--- config.mk ---
export PLATFORM = sky130hd
export DESIGN_NAME = mem_wb_stage_flat
export DESIGN_NICKNAME = d
export VERILOG_FILES = /design/src/rtl/mem_wb_if.sv /design/src/rtl/mem_wb_stage.sv /design/src/flat_wrapper.sv
export SDC_FILE = /design/constraint.sdc
export NUM_CORES = 1
export LEC_CHECK = 0
export CORE_MARGIN = 3
export CORE_UTILIZATION = 49
export DETAILED_ROUTE_END_ITERATION = 6
export MAX_ROUTING_LAYER = met4
export PLACE_DENSITY_LB_ADDON = 0.15
export SLEW_MARGIN = 20
export SYNTH_ARGS = -nofsm -noshare
export SYNTH_HDL_FRONTEND = slang
export SYNTH_SLANG_ARGS = --single-unit
--- constraint.sdc ---
create_clock -name clk -period 6.4 [get_ports clk]
set_input_delay 1.28 -clock clk [delete_from_list [all_inputs] [get_ports clk]]
set_output_delay 1.28 -clock clk [all_outputs]
set_load 0.02 [all_outputs]
--- src/rtl/mem_wb_if.sv ---
// Bundle between the memory stage, the data-memory response path and the
// register-file write port, as seen by the memory-to-writeback stage.
interface mem_wb_if #(
  parameter int DATA_BITS = 32,
  parameter int ADDR_BITS = 5
) ();
  // Handshake: an instruction moves into the stage on a rising edge where
  // in_valid && in_ready; in_valid/fields must hold until then, in_ready never
  // depends on in_valid, and mem_rdata_valid is a one-cycle strobe with no ready.
  logic                 flush;
  logic                 in_valid;
  logic                 in_ready;
  logic                 in_reg_write;
  logic [ADDR_BITS-1:0] in_dest;
  logic                 in_mem_to_reg;
  logic [DATA_BITS-1:0] in_alu_result;
  logic [2:0]           in_load_type;
  logic [1:0]           in_byte_off;
  logic                 mem_rdata_valid;
  logic [DATA_BITS-1:0] mem_rdata;
  logic                 WriteEnable;
  logic [ADDR_BITS-1:0] DAddress;
  logic [DATA_BITS-1:0] DData;
  logic                 load_pending;
  logic [ADDR_BITS-1:0] pending_dest;
  logic                 misalign_err;
  logic                 timeout_err;

  modport master (
    output flush, in_valid, in_reg_write, in_dest, in_mem_to_reg,
           in_alu_result, in_load_type, in_byte_off, mem_rdata_valid, mem_rdata,
    input  in_ready, WriteEnable, DAddress, DData, load_pending, pending_dest,
           misalign_err, timeout_err
  );

  modport slave (
    input  flush, in_valid, in_reg_write, in_dest, in_mem_to_reg,
           in_alu_result, in_load_type, in_byte_off, mem_rdata_valid, mem_rdata,
    output in_ready, WriteEnable, DAddress, DData, load_pending, pending_dest,
           misalign_err, timeout_err
  );
endinterface

--- src/rtl/mem_wb_stage.sv ---
// Memory-to-writeback stage: retires ALU results directly, waits for and
// extends load data, and issues one registered register-file write per op.
module mem_wb_stage #(
  parameter int DATA_BITS      = 32,
  parameter int ADDR_BITS      = 5,
  parameter int TIMEOUT_CYCLES = 255
) (
  input  logic       clk,
  input  logic       rst,
  mem_wb_if.slave    bus,
  output logic [1:0] dbg_state
);

  localparam int CNT_BITS = $clog2(TIMEOUT_CYCLES + 1);
  localparam logic [CNT_BITS-1:0] CNT_LAST = CNT_BITS'(TIMEOUT_CYCLES - 1);

  typedef enum logic [1:0] {
    IDLE     = 2'd0,
    WAIT_MEM = 2'd1,
    DRAIN    = 2'd2
  } state_t;

  state_t               state;
  logic [CNT_BITS-1:0]  wait_cnt;
  logic [ADDR_BITS-1:0] ld_dest;
  logic [2:0]           ld_type;
  logic [1:0]           ld_off;
  logic                 ld_reg_write;
  logic                 accept;

  function automatic logic is_misaligned(input logic [2:0] t, input logic [1:0] off);
    case (t)
      3'd1, 3'd2: is_misaligned = 1'b0;
      3'd3, 3'd4: is_misaligned = off[0];
      default:    is_misaligned = (off != 2'd0);
    endcase
  endfunction

  function automatic logic [DATA_BITS-1:0] extract(input logic [2:0] t,
                                                   input logic [1:0] off,
                                                   input logic [DATA_BITS-1:0] word);
    logic [7:0]  b;
    logic [15:0] h;
    b = word[8*off +: 8];
    h = off[1] ? word[31:16] : word[15:0];
    case (t)
      3'd1:    extract = {{(DATA_BITS-8){b[7]}}, b};
      3'd2:    extract = {{(DATA_BITS-8){1'b0}}, b};
      3'd3:    extract = {{(DATA_BITS-16){h[15]}}, h};
      3'd4:    extract = {{(DATA_BITS-16){1'b0}}, h};
      default: extract = word;
    endcase
  endfunction

  assign bus.in_ready     = (state == IDLE) && !bus.flush;
  assign accept           = bus.in_valid && bus.in_ready;
  assign bus.load_pending = (state == WAIT_MEM);
  assign bus.pending_dest = (state == WAIT_MEM) ? ld_dest : '0;
  assign dbg_state        = state;

  always_ff @(posedge clk) begin
    if (rst) begin
      state            <= IDLE;
      wait_cnt         <= '0;
      ld_dest          <= '0;
      ld_type          <= '0;
      ld_off           <= '0;
      ld_reg_write     <= 1'b0;
      bus.WriteEnable  <= 1'b0;
      bus.DAddress     <= '0;
      bus.DData        <= '0;
      bus.misalign_err <= 1'b0;
      bus.timeout_err  <= 1'b0;
    end else begin
      bus.WriteEnable  <= 1'b0;
      bus.misalign_err <= 1'b0;
      case (state)
        IDLE: begin
          if (accept) begin
            if (!bus.in_mem_to_reg) begin
              if (bus.in_reg_write && (bus.in_dest != '0)) begin
                bus.WriteEnable <= 1'b1;
                bus.DAddress    <= bus.in_dest;
                bus.DData       <= bus.in_alu_result;
              end
            end else if (is_misaligned(bus.in_load_type, bus.in_byte_off)) begin
              bus.misalign_err <= 1'b1;
            end else begin
              ld_dest      <= bus.in_dest;
              ld_type      <= bus.in_load_type;
              ld_off       <= bus.in_byte_off;
              ld_reg_write <= bus.in_reg_write;
              wait_cnt     <= '0;
              state        <= WAIT_MEM;
            end
          end
        end
        WAIT_MEM: begin
          // A response always beats both flush and timeout in the same cycle.
          if (bus.mem_rdata_valid) begin
            if (!bus.flush && ld_reg_write && (ld_dest != '0)) begin
              bus.WriteEnable <= 1'b1;
              bus.DAddress    <= ld_dest;
              bus.DData       <= extract(ld_type, ld_off, bus.mem_rdata);
            end
            state <= IDLE;
          end else if (wait_cnt == CNT_LAST) begin
            bus.timeout_err <= 1'b1;
            state           <= IDLE;
          end else begin
            wait_cnt <= wait_cnt + CNT_BITS'(1);
            if (bus.flush) state <= DRAIN;
          end
        end
        DRAIN: begin
          // The squashed load's response is still owed; swallow it.
          if (bus.mem_rdata_valid) begin
            state <= IDLE;
          end else if (wait_cnt == CNT_LAST) begin
            bus.timeout_err <= 1'b1;
            state           <= IDLE;
          end else begin
            wait_cnt <= wait_cnt + CNT_BITS'(1);
          end
        end
        default: state <= IDLE;
      endcase
    end
  end

endmodule

--- src/flat_wrapper.sv ---
// flat-port wrapper written by rule: the top's interface ports become plain ports
module mem_wb_stage_flat 
#(
  parameter int DATA_BITS      = 32,
  parameter int ADDR_BITS      = 5,
  parameter int TIMEOUT_CYCLES = 255
)
  (clk, rst, dbg_state, bus_flush, bus_in_valid, bus_in_reg_write, bus_in_dest, bus_in_mem_to_reg, bus_in_alu_result, bus_in_load_type, bus_in_byte_off, bus_mem_rdata_valid, bus_mem_rdata, bus_in_ready, bus_WriteEnable, bus_DAddress, bus_DData, bus_load_pending, bus_pending_dest, bus_misalign_err, bus_timeout_err);
  mem_wb_if #(.DATA_BITS(DATA_BITS), .ADDR_BITS(ADDR_BITS)) bus_i ();
  input  logic clk;
  input  logic rst;
  output logic [1:0] dbg_state;
  input wire logic [$bits(bus_i.flush)-1:0] bus_flush;
  input wire logic [$bits(bus_i.in_valid)-1:0] bus_in_valid;
  input wire logic [$bits(bus_i.in_reg_write)-1:0] bus_in_reg_write;
  input wire logic [$bits(bus_i.in_dest)-1:0] bus_in_dest;
  input wire logic [$bits(bus_i.in_mem_to_reg)-1:0] bus_in_mem_to_reg;
  input wire logic [$bits(bus_i.in_alu_result)-1:0] bus_in_alu_result;
  input wire logic [$bits(bus_i.in_load_type)-1:0] bus_in_load_type;
  input wire logic [$bits(bus_i.in_byte_off)-1:0] bus_in_byte_off;
  input wire logic [$bits(bus_i.mem_rdata_valid)-1:0] bus_mem_rdata_valid;
  input wire logic [$bits(bus_i.mem_rdata)-1:0] bus_mem_rdata;
  output wire logic [$bits(bus_i.in_ready)-1:0] bus_in_ready;
  output wire logic [$bits(bus_i.WriteEnable)-1:0] bus_WriteEnable;
  output wire logic [$bits(bus_i.DAddress)-1:0] bus_DAddress;
  output wire logic [$bits(bus_i.DData)-1:0] bus_DData;
  output wire logic [$bits(bus_i.load_pending)-1:0] bus_load_pending;
  output wire logic [$bits(bus_i.pending_dest)-1:0] bus_pending_dest;
  output wire logic [$bits(bus_i.misalign_err)-1:0] bus_misalign_err;
  output wire logic [$bits(bus_i.timeout_err)-1:0] bus_timeout_err;
  assign bus_i.flush = bus_flush;
  assign bus_i.in_valid = bus_in_valid;
  assign bus_i.in_reg_write = bus_in_reg_write;
  assign bus_i.in_dest = bus_in_dest;
  assign bus_i.in_mem_to_reg = bus_in_mem_to_reg;
  assign bus_i.in_alu_result = bus_in_alu_result;
  assign bus_i.in_load_type = bus_in_load_type;
  assign bus_i.in_byte_off = bus_in_byte_off;
  assign bus_i.mem_rdata_valid = bus_mem_rdata_valid;
  assign bus_i.mem_rdata = bus_mem_rdata;
  assign bus_in_ready = bus_i.in_ready;
  assign bus_WriteEnable = bus_i.WriteEnable;
  assign bus_DAddress = bus_i.DAddress;
  assign bus_DData = bus_i.DData;
  assign bus_load_pending = bus_i.load_pending;
  assign bus_pending_dest = bus_i.pending_dest;
  assign bus_misalign_err = bus_i.misalign_err;
  assign bus_timeout_err = bus_i.timeout_err;
  mem_wb_stage #(.DATA_BITS(DATA_BITS), .ADDR_BITS(ADDR_BITS), .TIMEOUT_CYCLES(TIMEOUT_CYCLES)) u_core (.clk(clk), .rst(rst), .bus(bus_i), .dbg_state(dbg_state));
endmodule
# Word level (Yosys, flattened, before mapping)
# Cells that the tools add are included.
[classes] n_reduce_logical=21 add_sub_neg=1 multipliers=0 div_mod_pow=0 mux=42 magnitude_cmp=0 eq_ne=22 bitwise=5 shift=1
[ops] cell="$mux W32" n=5
[ops] cell="$pmux W32 S4" n=1
[ops] cell="$pmux W32 S2" n=1
[ops] cell="$mux W8" n=5
[ops] cell="$shiftx A32 B6 Y8" n=1
[ops] cell="$mux W5" n=6
[ops] cell="$mux W16" n=1
[ops] cell="$mux W2" n=8
[ops] cell="$pmux W8 S2" n=1
[ops] cell="$ne A2 B2 Y1 const B" n=7
[ops] cell="$eq A3 B2 Y1 const B" n=4
[ops] cell="$reduce_and A6 Y1" n=2
[ops] cell="$mux W1" n=10
[ops] cell="$pmux W5 S2" n=1
[ops] cell="$reduce_bool A5 Y1" n=2
[ops] cell="$add A8 B1 Y8 const B" n=1
[ops] cell="$eq A8 B8 Y1 const B" n=1
[ops] cell="$eq A3 B1 Y1 const B" n=2
[ops] cell="$eq A3 B3 Y1 const B" n=2
[ops] cell="$pmux W2 S3" n=1
[ops] cell="$reduce_bool A2 Y1" n=3
[ops] cell="$reduce_or A2 Y1" n=3
[ops] cell="$logic_and A1 B1 Y1" n=5
[ops] cell="$not A1 Y1" n=5
[ops] cell="other kinds (12)" n=14
[totals] ramBits=0 wordCells=103 latchBits=0 n_memories=0 romBits=0 ff_bits=61

# Logic depth before layout (Yosys ltp)
[logic_depth] word_depth=11 mapped_depth=10 mapped_depth_nobuf=7

# Worst setup path before layout
# OpenSTA, ideal clock, no wires.
[synth_timing] kind="input port to output port" from="input bus_flush" to="output bus_in_ready" required_ns=5.120 t_arrival_ns=1.583 path_slack_ns=3.537 path_stages=1 cell_sequence="and2b_1"
[synth_between] elab_chain_cells=2
[synth_rtl] item="start, declared" line_no="flat_wrapper.sv:13" source="input wire logic [$bits(bus_i.flush)-1:0] bus_flush;"
[synth_rtl] item="$logic_not A1 Y1" line_no="mem_wb_stage.sv:55" source="assign bus.in_ready = (state == IDLE) && !bus.flush;"
[synth_rtl] item="$logic_and A1 B1 Y1" line_no="mem_wb_stage.sv:55"
[synth_rtl] item="end, declared" line_no="flat_wrapper.sv:23" source="output wire logic [$bits(bus_i.in_ready)-1:0] bus_in_ready;"
# No other way between the ends.

# Final worst setup path
# Same ends and word-level chain as after synthesis.

==> impl_metrics.tcl <==
set metrics [dict create \
    status "complete, no violations" \
    ys_warn_count 0 \
    tritoncts "yes" \
    power.leakage_nw 1.80 \
    synth_top_family_by_area "compound AO/OA/AOI/OAI gates" \
    synth_nets 508 \
    whs_ps 456 \
    postRouteAntennaNets 0 \
    tightest_slew_ps 1120 \
    drv_cap 0 \
    ys_ff_latch 61 \
    startpoint "bus_flush" \
    first_global_vias 3541 \
    r2r_end "u_core.bus.DAddress[3]$_SDFFE_PP0P_" \
    finish.utilization_pct 72.8 \
    nets 616 \
    synth_edf_count 0 \
    syn_inst 421 \
    start_util_pct 51.3 \
    drive_above_1_share_pct 6.57 \
    placed_cells 614 \
    yosys-top-cells-area "dfxtp_1 34%, mux2i_1 7.6%, nor2_1 6.6%, a21oi_1 6.2%, nand3b_1 4.2%" \
    avgSynthCellArea_um2 8.41 \
    slowest_delay_ps 630 \
    criticalPathCategory "input pin to output pin" \
    grtUsageTotal_pct 26.7 \
    placed_area_mm2 0.00479 \
    start_kind "input pin" \
    r2r-start "u_core.dbg_state[1]$_SDFFE_PP0P_" \
    place.gp.congestion 0.903 \
    chipHeight_um 91.0 \
    final_area_mm2 0.00503 \
    wl_per_cell_um 17.4 \
    layout_min_cycle_time_ps 3880 \
    yosysMostFrequentCell "nor2_1" \
    cp_top_family "buffers and inverters" \
    routed_wl_mm 10.9 \
    worstSkewPairLatency_ps 340 \
    async_flop_share_pct 0 \
    io_pins 130 \
    clkTransAtPathRegs_ps 70 \
    cts_hold_buf 0 \
    portBuffers 129 \
    cp-endpoint "bus_in_ready" \
    synth_xor_area_share_pct 0.247 \
    syn_area_mm2 0.00354 \
    cp_max_fo 4 \
    synth_fa_ha_area_share_pct 2.12 \
    end_kind "output pin" \
    critPathMostFrequentCell "clkdlybuf4s50_1" \
    worst_ep_arrival_time_ps 2600 \
    cp_num_buf_inv 2 \
    grt_max_degree 86 \
    cpMaxStageDelayCell "clkdlybuf4s50_1" \
    clock.fmax_mhz 257 \
    fin_ws_ps 2520 \
    ys.flop_type "dfxtp_1" \
    vias_per_cell 5.86 \
    setup_tns_ps 0 \
    grt_pass1_wl_mm 17.7 \
    antenna_found_initial 0 \
    vdd_drop_max_uv 228 \
    post-cts-setup-buffers 0 \
    yosysTopAreaCell "dfxtp_1" \
    synth_top_cells_by_count "62 x nor2_1, 61 x dfxtp_1, 44 x a21oi_1, 27 x mux2i_1, 20 x nand3b_1" \
    rsz0062_at_grt "false" \
    p_per_area_mw_per_mm2 329 \
    r2r_slack_ps 3330 \
    min_period_over_period_pct 60.7 \
    r2r_cells 9 \
    p_total_mw 1.66 \
    post-place-ws_ps 2520 \
    synth_compound_gate_area_share_pct 27.5 \
    crit_cells 3 \
    drc 0 \
    setup_viol 0 \
    dr.pass1.iters 5 \
    critical_path.cell_chain "clkdlybuf4s50_1 > and2b_1 > clkdlybuf4s50_1" \
    synth.area.mux_share_pct 8.58 \
    required_ps 5120 \
    cts_buffers 9 \
    synth_simple_gate_area_share_pct 20.5 \
    dpl.hpwl_mm 7.61 \
    grt_remaining_overflow 0 \
    clockBufferDepth 2 \
    die_x_um 91.0 \
    ys_types 61 \
    slew_viol_final 0 \
    nFillCells 573 \
    die_area_mm2 0.00828 \
    max_slew_margin_pct 25.5 \
    hold_viol 0 \
    cts-resized-gates 0 \
    hold_path_class "flop to flop" \
    final_cells 629 \
    rows 30 \
    clkSinkCount 61 \
    core_mm2 0.00691 \
    num_antenna_cells 0 \
    synthToLayoutAreaGrowth_pct 42.0 \
    fin_skew_ps 10.5 \
    drtIter0Drc 209 \
    htree_levels 3 \
    dr_total_vias 3684 \
    ys_seq_area_share_pct 34.5 \
    netlist.area_leader.share_pct 34.5 \
    root_buffer "clkbuf_8" \
]
==> cell families (layout without fill, tap and decap cells) <==
group,Yosys count,after routing
adder cells (fa/ha/maj),6,6
XOR/XNOR,1,1
AND/OR/NAND/NOR,139,139
AO/OA/AOI/OAI,136,136
buffers and inverters,49,161
multiplexers,29,29
flip-flops,61,61
==> power by group <==
group	switching, mW	internal [mW]	total [mW]
Sequential	0.0502	0.461	0.511
Combinational	0.425	0.317	0.742
Clock	0.155	0.249	0.404
==> final cells by class <==
cell class,instances,area (um2),share of cell area (%)
sequential,61,1220,24.3
clock buffer,12,165,3.28
inverter,13,48.8,0.970
multi-input combinational,311,2090,41.6
timing repair buffer,133,1320,26.2
clock inverter,3,67.6,1.34
tap,96,120,2.39
==> cells in the final DEF, fill, tap and decap left out, drive strengths merged, types with 7 or more instances in the layout <==
cell	instances
inv	13
dfxtp	61
nand3	7
a21oi	45
nand3b	20
clkdlybuf4s50	128
clkbuf	12
o211ai	9
o221ai	12
o21ai	12
a211oi	12
nand2	14
mux2i	27
and2	7
nor2	62
o41ai	17
==> worst min-delay path, cell delays in order, from the launching register on <==
cell     delay [ps]
dfxtp_1         310
nand2_1          50
a21oi_1          50
==> sequential cells by signal (all words and copies together), names as in the netlist <==
signal and flops:
u_core.bus.misalign_err 1, u_core.ld_dest 5, u_core.bus.DData 32, u_core.bus.DAddress 5, u_core.dbg_state 2, u_core.bus.WriteEnable 1, u_core.ld_off 2, u_core.ld_reg_write 1
u_core.bus.timeout_err 1, u_core.wait_cnt 8, u_core.ld_type 3
==> layer usage <==
metal / part of all wire, % / up-vias / GRT usage, %
met2: 48 / 135 / 42.2
met5: 0 / - / -
met4: 2.8 / 0 / 10.9
met3: 5.5 / 28 / 3.65
li1: - / 1782 / -
met1: 43 / 1739 / 34.3
==> worst min-delay path by stage <==
stage / start / end / slack [ps] / cells after the start
after floorplan: u_core.wait_cnt[7]$_SDFFE_PP0P_ / u_core.wait_cnt[7]$_SDFFE_PP0P_ / 450 / 2
after global placement: u_core.bus.DData[0]$_SDFFE_PP0P_ / u_core.bus.DData[0]$_SDFFE_PP0P_ / 440 / 2
after detailed placement: u_core.bus.DData[3]$_SDFFE_PP0P_ / u_core.bus.DData[3]$_SDFFE_PP0P_ / 450 / 2
after CTS: u_core.bus.DData[3]$_SDFFE_PP0P_ / u_core.bus.DData[3]$_SDFFE_PP0P_ / 460 / 2
after global routing: u_core.bus.DData[4]$_SDFFE_PP0P_ / u_core.bus.DData[4]$_SDFFE_PP0P_ / 480 / 2
final: u_core.bus.DData[3]$_SDFFE_PP0P_ / u_core.bus.DData[3]$_SDFFE_PP0P_ / 460 / 2
Power figures use the tool's default switching activity.
